**src/rtl/packed_mac_int_x2_if.sv**
```systemverilog
// ---------------------------------------------------------------------------
// packed_mac_int_x2_if
//
// Purpose: groups the sample stream and the result stream of the two-lane
// packed multiply-accumulate so that fetch logic, the MAC and the adder
// tree can be wired with a single connection.
//
// Parameters:
//   DW    signed operand width of a, b, c
//   ACCW  width of the two window sums
//
// Signals:
//   clear      synchronous flush of pipeline, window counter, accumulators
//   in_valid   a, b, c carry a sample this cycle
//   a, b       signed weights of lane A and lane B
//   c          signed activation shared by both lanes
//   out_valid  one-cycle pulse, a window has completed
//   out_ac     signed window sum of a*c
//   out_bc     signed window sum of b*c
//   busy       samples in flight or a window partially accumulated
//
// Modports:
//   master  the producer/consumer side (drives samples, reads results)
//   slave   the MAC itself
// ---------------------------------------------------------------------------
interface packed_mac_int_x2_if #(
    parameter int DW   = 4,
    parameter int ACCW = 16
);
    logic                   clear;
    logic                   in_valid;
    logic signed [DW-1:0]   a;
    logic signed [DW-1:0]   b;
    logic signed [DW-1:0]   c;
    logic                   out_valid;
    logic signed [ACCW-1:0] out_ac;
    logic signed [ACCW-1:0] out_bc;
    logic                   busy;

    modport master (
        output clear,
        output in_valid,
        output a,
        output b,
        output c,
        input  out_valid,
        input  out_ac,
        input  out_bc,
        input  busy
    );

    modport slave (
        input  clear,
        input  in_valid,
        input  a,
        input  b,
        input  c,
        output out_valid,
        output out_ac,
        output out_bc,
        output busy
    );
endinterface

```
**src/rtl/packed_mac_int_x2.sv**
```systemverilog
// ---------------------------------------------------------------------------
// packed_mac_int_x2
//
// Purpose: two-lane packed multiply-accumulate. Two signed weights a and b
// share one signed activation c. Each accepted sample is packed into a
// single operand (a * 2^(2*DW) + b), multiplied by c on one multiplier, and
// the product is split back into the exact lane products a*c and b*c. Both
// lanes are accumulated over LEN valid samples and the pair of window sums
// is presented with a one-cycle out_valid pulse. There is no backpressure
// and full-rate back-to-back windows run without bubbles.
//
// Pipeline (one register stage each):
//   S1  input capture
//   S2  packed multiply
//   S3  split and borrow correction
//   S4  accumulate, window counting
//   A sample accepted at edge t is accumulated at edge t+3; if it closes a
//   window the result registers appear at edge t+4.
//
// Parameters:
//   DW    signed operand width (4 or 8)
//   LEN   valid samples per window (>= 1)
//   ACCW  accumulator/output width, at least 2*DW + clog2(LEN); sums wrap
//         modulo 2^ACCW
//
// Ports:
//   clk    rising-edge clock
//   rst_n  asynchronous active-low reset
//   bus    packed_mac_int_x2_if slave modport (samples in, window sums out)
// ---------------------------------------------------------------------------
module packed_mac_int_x2 #(
    parameter int DW   = 4,
    parameter int LEN  = 9,
    parameter int ACCW = 16
) (
    input  logic                  clk,
    input  logic                  rst_n,
    packed_mac_int_x2_if.slave    bus
);

    // Lane b occupies the low 2*DW bits of the packed product, lane a sits
    // above it.
    localparam int S   = 2 * DW;
    // a*2^S + b can fall one step below the 3*DW signed range (a and b both
    // at their most negative), so the packed operand carries one spare bit.
    localparam int PW  = 3 * DW + 1;
    localparam int QW  = 4 * DW;
    localparam int PRW = 2 * DW;
    localparam int CW  = (LEN > 1) ? $clog2(LEN) : 1;

    localparam logic [CW-1:0] CNT_LAST = CW'(LEN - 1);
    localparam logic [CW-1:0] CNT_ONE  = CW'(1);

    // ------------------------------------------------------------------
    // Stage registers
    // ------------------------------------------------------------------
    logic                    s1_valid;
    logic signed [DW-1:0]    s1_a;
    logic signed [DW-1:0]    s1_b;
    logic signed [DW-1:0]    s1_c;

    logic                    s2_valid;
    logic signed [QW-1:0]    s2_q;

    logic                    s3_valid;
    logic signed [PRW-1:0]   s3_ac;
    logic signed [PRW-1:0]   s3_bc;

    logic [CW-1:0]           cnt;
    logic signed [ACCW-1:0]  acc_ac;
    logic signed [ACCW-1:0]  acc_bc;
    logic                    done;

    logic                    out_valid_q;
    logic signed [ACCW-1:0]  out_ac_q;
    logic signed [ACCW-1:0]  out_bc_q;

    // ------------------------------------------------------------------
    // Combinational datapath between stages
    // ------------------------------------------------------------------
    logic signed [PW-1:0]    packed_op;
    logic signed [QW-1:0]    packed_prod;
    logic        [PRW-1:0]   split_bc;
    logic        [PRW-1:0]   split_hi;
    logic        [PRW-1:0]   split_ac;
    logic signed [ACCW-1:0]  ext_ac;
    logic signed [ACCW-1:0]  ext_bc;
    logic                    cnt_is_first;
    logic                    cnt_is_last;

    // Packed operand: a shifted into the upper field, b sign-extended into
    // the lower field. Negative b borrows one from the a field, which the
    // split stage undoes.
    assign packed_op = (PW'(s1_a) <<< S) + PW'(s1_b);

    // The true packed product always fits in 4*DW signed bits, so a plain
    // 4*DW multiply is exact.
    assign packed_prod = QW'(packed_op) * QW'(s1_c);

    // Low field is b*c exactly. The high field is a*c minus one whenever
    // b*c is negative; adding the sign bit of b*c restores a*c.
    assign split_bc = s2_q[PRW-1:0];
    assign split_hi = s2_q[QW-1:S];
    assign split_ac = split_hi + {{(PRW-1){1'b0}}, split_bc[PRW-1]};

    // Lane products are sign-extended to the accumulator width.
    assign ext_ac = ACCW'(s3_ac);
    assign ext_bc = ACCW'(s3_bc);

    assign cnt_is_first = (cnt == '0);
    assign cnt_is_last  = (cnt == CNT_LAST);

    // ------------------------------------------------------------------
    // S1: capture the incoming sample. A sample presented together with
    // clear is dropped.
    // ------------------------------------------------------------------
    always_ff @(posedge clk or negedge rst_n) begin
        if (!rst_n) begin
            s1_valid <= 1'b0;
            s1_a     <= '0;
            s1_b     <= '0;
            s1_c     <= '0;
        end else begin
            s1_valid <= bus.in_valid & ~bus.clear;
            if (bus.in_valid) begin
                s1_a <= bus.a;
                s1_b <= bus.b;
                s1_c <= bus.c;
            end
        end
    end

    // ------------------------------------------------------------------
    // S2: packed multiply.
    // ------------------------------------------------------------------
    always_ff @(posedge clk or negedge rst_n) begin
        if (!rst_n) begin
            s2_valid <= 1'b0;
            s2_q     <= '0;
        end else begin
            s2_valid <= s1_valid & ~bus.clear;
            if (s1_valid) begin
                s2_q <= packed_prod;
            end
        end
    end

    // ------------------------------------------------------------------
    // S3: split the packed product into the two lane products.
    // ------------------------------------------------------------------
    always_ff @(posedge clk or negedge rst_n) begin
        if (!rst_n) begin
            s3_valid <= 1'b0;
            s3_ac    <= '0;
            s3_bc    <= '0;
        end else begin
            s3_valid <= s2_valid & ~bus.clear;
            if (s2_valid) begin
                s3_ac <= split_ac;
                s3_bc <= split_bc;
            end
        end
    end

    // ------------------------------------------------------------------
    // S4: window counter and accumulators. The first sample of a window
    // loads the accumulator rather than adding, which lets the next window
    // start in the same cycle the previous result is registered. done marks
    // that the accumulator now holds a complete window.
    // ------------------------------------------------------------------
    always_ff @(posedge clk or negedge rst_n) begin
        if (!rst_n) begin
            cnt    <= '0;
            acc_ac <= '0;
            acc_bc <= '0;
            done   <= 1'b0;
        end else if (bus.clear) begin
            cnt    <= '0;
            acc_ac <= '0;
            acc_bc <= '0;
            done   <= 1'b0;
        end else begin
            done <= s3_valid & cnt_is_last;
            if (s3_valid) begin
                if (cnt_is_first) begin
                    acc_ac <= ext_ac;
                    acc_bc <= ext_bc;
                end else begin
                    acc_ac <= acc_ac + ext_ac;
                    acc_bc <= acc_bc + ext_bc;
                end
                if (cnt_is_last) begin
                    cnt <= '0;
                end else begin
                    cnt <= cnt + CNT_ONE;
                end
            end
        end
    end

    // ------------------------------------------------------------------
    // Result registers. The sums hold until the next window completes and
    // survive clear; only reset zeroes them.
    // ------------------------------------------------------------------
    always_ff @(posedge clk or negedge rst_n) begin
        if (!rst_n) begin
            out_valid_q <= 1'b0;
            out_ac_q    <= '0;
            out_bc_q    <= '0;
        end else if (bus.clear) begin
            out_valid_q <= 1'b0;
        end else begin
            out_valid_q <= done;
            if (done) begin
                out_ac_q <= acc_ac;
                out_bc_q <= acc_bc;
            end
        end
    end

    assign bus.out_valid = out_valid_q;
    assign bus.out_ac    = out_ac_q;
    assign bus.out_bc    = out_bc_q;

    // busy covers samples still travelling S1..S3 and a partially filled
    // window; the final S4-to-output hop is not included.
    assign bus.busy = (cnt != '0) | s1_valid | s2_valid | s3_valid;

endmodule

```
**src/flat_wrapper.sv**
```systemverilog
// flat-port wrapper written by rule: the top's interface ports become plain ports
module packed_mac_int_x2_flat 
#(
    parameter int DW   = 4,
    parameter int LEN  = 9,
    parameter int ACCW = 16
)
  (clk, rst_n, bus_clear, bus_in_valid, bus_a, bus_b, bus_c, bus_out_valid, bus_out_ac, bus_out_bc, bus_busy);
  packed_mac_int_x2_if #(.DW(DW), .ACCW(ACCW)) bus_i ();
  input  logic clk;
  input  logic rst_n;
  input wire logic [$bits(bus_i.clear)-1:0] bus_clear;
  input wire logic [$bits(bus_i.in_valid)-1:0] bus_in_valid;
  input wire logic [$bits(bus_i.a)-1:0] bus_a;
  input wire logic [$bits(bus_i.b)-1:0] bus_b;
  input wire logic [$bits(bus_i.c)-1:0] bus_c;
  output wire logic [$bits(bus_i.out_valid)-1:0] bus_out_valid;
  output wire logic [$bits(bus_i.out_ac)-1:0] bus_out_ac;
  output wire logic [$bits(bus_i.out_bc)-1:0] bus_out_bc;
  output wire logic [$bits(bus_i.busy)-1:0] bus_busy;
  assign bus_i.clear = bus_clear;
  assign bus_i.in_valid = bus_in_valid;
  assign bus_i.a = bus_a;
  assign bus_i.b = bus_b;
  assign bus_i.c = bus_c;
  assign bus_out_valid = bus_i.out_valid;
  assign bus_out_ac = bus_i.out_ac;
  assign bus_out_bc = bus_i.out_bc;
  assign bus_busy = bus_i.busy;
  packed_mac_int_x2 #(.DW(DW), .LEN(LEN), .ACCW(ACCW)) u_core (.clk(clk), .rst_n(rst_n), .bus(bus_i));
endmodule
```
**config.mk**
```make
export PLATFORM = sky130hd
export DESIGN_NAME = packed_mac_int_x2_flat
export DESIGN_NICKNAME = d
export VERILOG_FILES = /design/src/rtl/packed_mac_int_x2_if.sv /design/src/rtl/packed_mac_int_x2.sv /design/src/flat_wrapper.sv
export SDC_FILE = /design/constraint.sdc
export NUM_CORES = 1
export LEC_CHECK = 0
export CAP_MARGIN = 40
export CORE_ASPECT_RATIO = 1.2
export CORE_MARGIN = 3
export CORE_UTILIZATION = 44
export CTS_CLUSTER_SIZE = 12
export DETAILED_ROUTE_END_ITERATION = 8
export GPL_ROUTABILITY_DRIVEN = 0
export PLACE_DENSITY_LB_ADDON = 0.15
export SLEW_MARGIN = 20
export SYNTH_ARGS = -nofsm -noshare
export SYNTH_HDL_FRONTEND = slang
export SYNTH_SLANG_ARGS = --single-unit
```
**constraint.sdc**
```tcl
create_clock -name clk -period 4.83 [get_ports clk]
set_input_delay 0.483 -clock clk [delete_from_list [all_inputs] [get_ports clk]]
set_output_delay 0.483 -clock clk [all_outputs]
set_load 0.01 [all_outputs]
```
---- Word level (Yosys, flattened, before mapping) ----
Cells that the tools add are included.
operators by class
  add/sub/neg operators ................... 5
  $mul .................................... 1
  eq/ne operators ......................... 1
  multiplexer cells ....................... 11
  bitwise operators ....................... 8
  reductions and logical operators ........ 4
operators by type and width
  operator               number
  $mux W16               6
  $add A16 B8 Y16        2
  $mul A13 B4 Y16        1
  $add A12 B4 Y13        1
  $mux W4                3
  $add A8 B1 Y8          1
  $add A4 B1 Y4 const B  1
  $and A1 B1 Y1          4
  $eq A4 B4 Y1 const B   1
  $logic_not A4 Y1       1
  $reduce_bool A4 Y1     1
  $or A1 B1 Y1           3
  $mux W1                2
  $reduce_and A2 Y1      1
  $reduce_bool A2 Y1     1
  $not A1 Y1             1
storage, ports and cells
  register bits ........................... 117
  input bits .............................. 16

---- Depth between registers and ports, before layout ----
  depth in word-level cells ............... 4
  mapped depth ............................ 17
  depth with buffers taken out ............ 16

---- Worst setup path before layout ----
OpenSTA, ideal clock, no wires.
  path type ............................... flip-flop to flip-flop
  start ................................... register u_core.s1_c[2]
  end ..................................... register u_core.s2_q[13]
  library setup time ...................... 0.125 ns
  arrival time ............................ 4.110 ns
  slack ................................... 0.595 ns
  stages on the path, launching flop included .. 17
  buffers on the path ..................... 1
  period minus slack after synthesis ...... 4.235 ns
  cell sequence ........................... dfrtp_1 -> clkbuf_1 -> nand2_1 -> fa_1 -> inv_1 -> fa_1 -> inv_1 -> fa_1 -> inv_1 -> ha_1 -> fa_1 -> a21oi_1 -> o211ai_1 -> a2111o_1 -> a21oi_1 -> xnor2_1 -> mux2_2
between the ends
  cells in the longest elaborated chain, start to end .. 1
RTL lines
  item                      line                      RTL
  start: declaration        packed_mac_int_x2.sv:60   logic signed [DW-1:0] s1_c;
  start signal: assignment  packed_mac_int_x2.sv:128  s1_c <= bus.c;
  $mul A13 B4 Y16           packed_mac_int_x2.sv:98   assign packed_prod = QW'(packed_op) * QW'(s1_c);
  end signal: assignment    packed_mac_int_x2.sv:143  s2_q <= packed_prod;
  end: declaration          packed_mac_int_x2.sv:63   logic signed [QW-1:0] s2_q;
No other way between the ends.
A chain may end at the register's enable or synchronous reset.

---- Worst setup path after layout ----
  start ................................... register u_core.s1_b[3]
  end ..................................... register u_core.s2_q[14]
between the ends
  cells in the longest elaborated chain, start to end .. 2
RTL lines
  item                      line                      RTL
  start: declaration        packed_mac_int_x2.sv:59   logic signed [DW-1:0] s1_b;
  start signal: assignment  packed_mac_int_x2.sv:127  s1_b <= bus.b;
  $add A12 B4 Y13           packed_mac_int_x2.sv:94   assign packed_op = (PW'(s1_a) <<< S) + PW'(s1_b);
  $mul A13 B4 Y16           packed_mac_int_x2.sv:98
No other way between the ends.

==> results.tsv <==
metric	value	unit
final-report setup violation count	0	
Yosys top cell area share	38.05	%
Finished Layout Cells	1034	
critical path type	flip-flop to flip-flop	
RSZ-0062 raised after global routing	false	
power per standard cell area	469.4	mW/mm²
1st-pass router iterations	4	
status	complete, no violations	
post-synthesis async set-or-reset flop share	100.0	%
syn_area_per_cell	10.19	µm²
Die Ht	150.9	µm
die area	0.01912	mm²
Worst Hold Slack	466.1	ps
Synth area leader	dfrtp_1	
Rows	52	
Clk Latency, worst-skew pair	410	ps
Slew Viols, Final	0	
HPWL Detailed	11.59	mm
peak supply drop	268.3	µV
CTS tree	yes	
core area	0.01698	mm²
critical path endpoint category	flip-flop	
sequential element share of the synthesized area	38.05	%
total congestion overflow	0	
max cap viols	0	
CTS buffer count	17	
Flop pwr share	30.5	%
starting density of the core	45.31	%
Worst Setup Slack post-DPL	322.7	ps
Fin. Hold Viols	0	
Yosys reg bits	117	
total chip power	4.273	mW
Critical Path AT	4830	ps
CP max FO	10	
# resized after CTS	0	
placed cell count	1000	
First DRT Iteration DRCs	363	
top post-synthesis cells by area	dfrtp_1, ha_1, mux2_2	
total track usage	17.61	%
CP required	5130	ps
Achievable Freq	220.5	MHz
Synth Instances	755	
clock network power share	32.2	%
vias in the first global route	5881	
global-route wire length before repair	27.72	mm
Switching Fraction	33.81	%
Post-Syn Nets	863	
mapped cell area	0.007695	mm²
Via density	5.469	
static leakage	4.256	nW
Avg WL per Cell	15.23	µm
initial antenna violation count	0	
Worst-Margin Slew	835.6	ps
skew final	10.94	ps
CP startpoint kind	flip-flop	
IO buf count	49	
Unique masters post-synth	53	
DIE WIDTH	126.7	µm
largest net degree at the start of global routing	58	
Final Core Density	53.60	%
synthesis warning total	0	
CTS sink cnt	117	
fin crit share	93.88	%
clk buf depth	2	
CTS clock-pin slew for the worst setup and hold paths	60	ps
Layout Nets	913	
post-route setup slack	295.6	ps
share of cells above drive strength 1	13.20	%
Slew headroom	44.29	%
Int Pwr	2.828	mW
HP Class	input port to asynchronous set/reset pin	
I/O pins	50	
P&R area growth vs syn	18.29	%
fin area	0.009102	mm²
Post-synth EDFFs	0	
Area after DPL	0.008434	mm²
combinational group share of total power	37.3	%
DR vias	5655	
H-tree lvl count	4	
DRC viols	0	
Routed Wire Length	15.75	mm
Filler cells	1527	
sw power	1.444	mW
DRT antenna net count	0	
crit path time final	4534	ps
diode count	0	
Root Buffer	clkbuf_16	
final setup TNS	0	ps
Primary FF master, synth	dfrtp_1	
==> registers in the layout, summed over array words and instances (netlist names), 4 cells and up <==
name,flops
u_core.s1_b,4
u_core.s2_q,16
u_core.s3_ac,8
u_core.bus.out_bc,16
u_core.cnt,4
u_core.acc_ac,16
u_core.s3_bc,8
u_core.s1_a,4
u_core.acc_bc,16
u_core.bus.out_ac,16
u_core.s1_c,4
==> cell usage in the layout (no fill, tap or decap), types with 3 or more instances in the layout <==
cell type / netlist / routed
a211o_1: 4 / 4
a211oi_1: 11 / 11
a21o_1: 16 / 16
a21oi_1: 54 / 54
a22oi_1: 3 / 3
a311oi_1: 5 / 5
a31oi_1: 6 / 6
a41oi_1: 3 / 3
and2_1: 24 / 24
and3_1: 3 / 3
buf_4: 0 / 9
bufinv_16: 0 / 5
clkbuf_1: 27 / 5
clkbuf_16: 0 / 17
clkdlybuf4s50_1: 0 / 48
dfrtp_1: 117 / 117
fa_1: 23 / 23
ha_1: 69 / 69
inv_1: 39 / 39
mux2_2: 64 / 64
mux2i_1: 8 / 8
nand2_1: 48 / 48
nand2b_1: 6 / 6
nand3_1: 16 / 16
nand4_1: 5 / 5
nor2_1: 58 / 58
nor2b_1: 14 / 13
nor3_1: 9 / 9
o21a_1: 9 / 9
o21ai_0: 36 / 36
o21bai_1: 4 / 4
o31a_1: 3 / 3
o31ai_1: 3 / 3
or2_2: 3 / 3
or4_1: 3 / 3
xnor2_1: 28 / 28
xor2_1: 9 / 9
==> final timing paths <==
kind | startpoint | to | slack [ps] | cells after the start
max | u_core.s1_b[3] | u_core.s2_q[14] | 300 | 14
max reg2reg | u_core.s1_b[3] | u_core.s2_q[14] | 300 | 14
max in group asynchronous | rst_n | u_core.s3_bc[5] | 3470 | 3
min reg2reg | u_core.s2_q[1] | u_core.s3_bc[1] | 490 | 2
min | rst_n | u_core.bus.out_ac[7] | 470 | 2
min in group clk | u_core.s2_q[1] | u_core.s3_bc[1] | 490 | 2
==> timing repair <==
action | 4_1_cts | 5_1_grt
endpoints found under the hold margin | 8 | 0
buffers inserted | 0 | 0
hold buffers | 1 | 0
==> power by group through the flow <==
stage               clock network [mW]  logic (mW)  registers, mW
floorplan                            0        1.29           1.25
CTS                               1.41        1.60           1.30
finish                            1.38        1.59           1.30
global placement                     0        1.52           1.31
global route                      1.45        1.84           1.33
detailed placement                   0        1.58           1.32
==> routing by layer <==
metal / wire length, µm / up-vias / part of all wire, % / global-route usage (%)
met5: 0 / - / 0 / 0
met4: 212 / 0 / 1.3 / 6.599
li1: - / 2776 / - / -
met2: 8084 / 90 / 51 / 31.36
met3: 420 / 20 / 2.7 / 3.280
met1: 7033 / 2769 / 45 / 21.17
==> critical path, cell delays in order, from the launching register on <==
cell      delay [ps]
dfrtp_1          500
ha_1             290
fa_1             400
xor2_1           250
and2_1           190
fa_1             440
fa_1             490
ha_1             310
ha_1             390
a21o_1           220
a211oi_1         280
o31ai_1          140
a21oi_1          190
xnor2_1           80
mux2_2           250
==> synthesized netlist by cell type, drive strengths merged (5+ instances only) <==
| library cell | number |
|---|---|
| nand2 | 48 |
| mux2 | 65 |
| a31oi | 6 |
| nor2 | 58 |
| xor2 | 9 |
| and2 | 24 |
| mux2i | 8 |
| nor3 | 9 |
| clkbuf | 27 |
| nand2b | 6 |
| a311oi | 5 |
| dfrtp | 117 |
| a21oi | 54 |
| ha | 69 |
| a21o | 16 |
| o21a | 9 |
| nand3 | 16 |
| inv | 39 |
| nor2b | 14 |
| xnor2 | 28 |
| nand4 | 5 |
| a211oi | 11 |
| o21ai | 38 |
| fa | 23 |
==> cell families (layout without fill, tap and decap cells) <==
group / count (synthesis) / count (layout) / synth area share [%]
xor+xnor: 37 / 37 / 4.212
mux: 73 / 73 / 10.55
fa+ha+maj: 92 / 92 / 17.20
simple gates: 196 / 196 / 12.24
flops: 117 / 117 / 38.05
buf+inv: 69 / 132 / 3.366
compound gates: 171 / 171 / 14.37
==> final cells by class <==
class,count,area (µm²),share of cell area (%)
timing repair buffer,60,600.6,6.598
clock buffer,24,471.7,5.182
inverter,40,150.1,1.649
tap,216,270.3,2.969
sequential,117,2928,32.16
clock inverter,8,171.4,1.883
multi-input combinational,569,4511,49.55
Power figures use the tool's default switching activity.
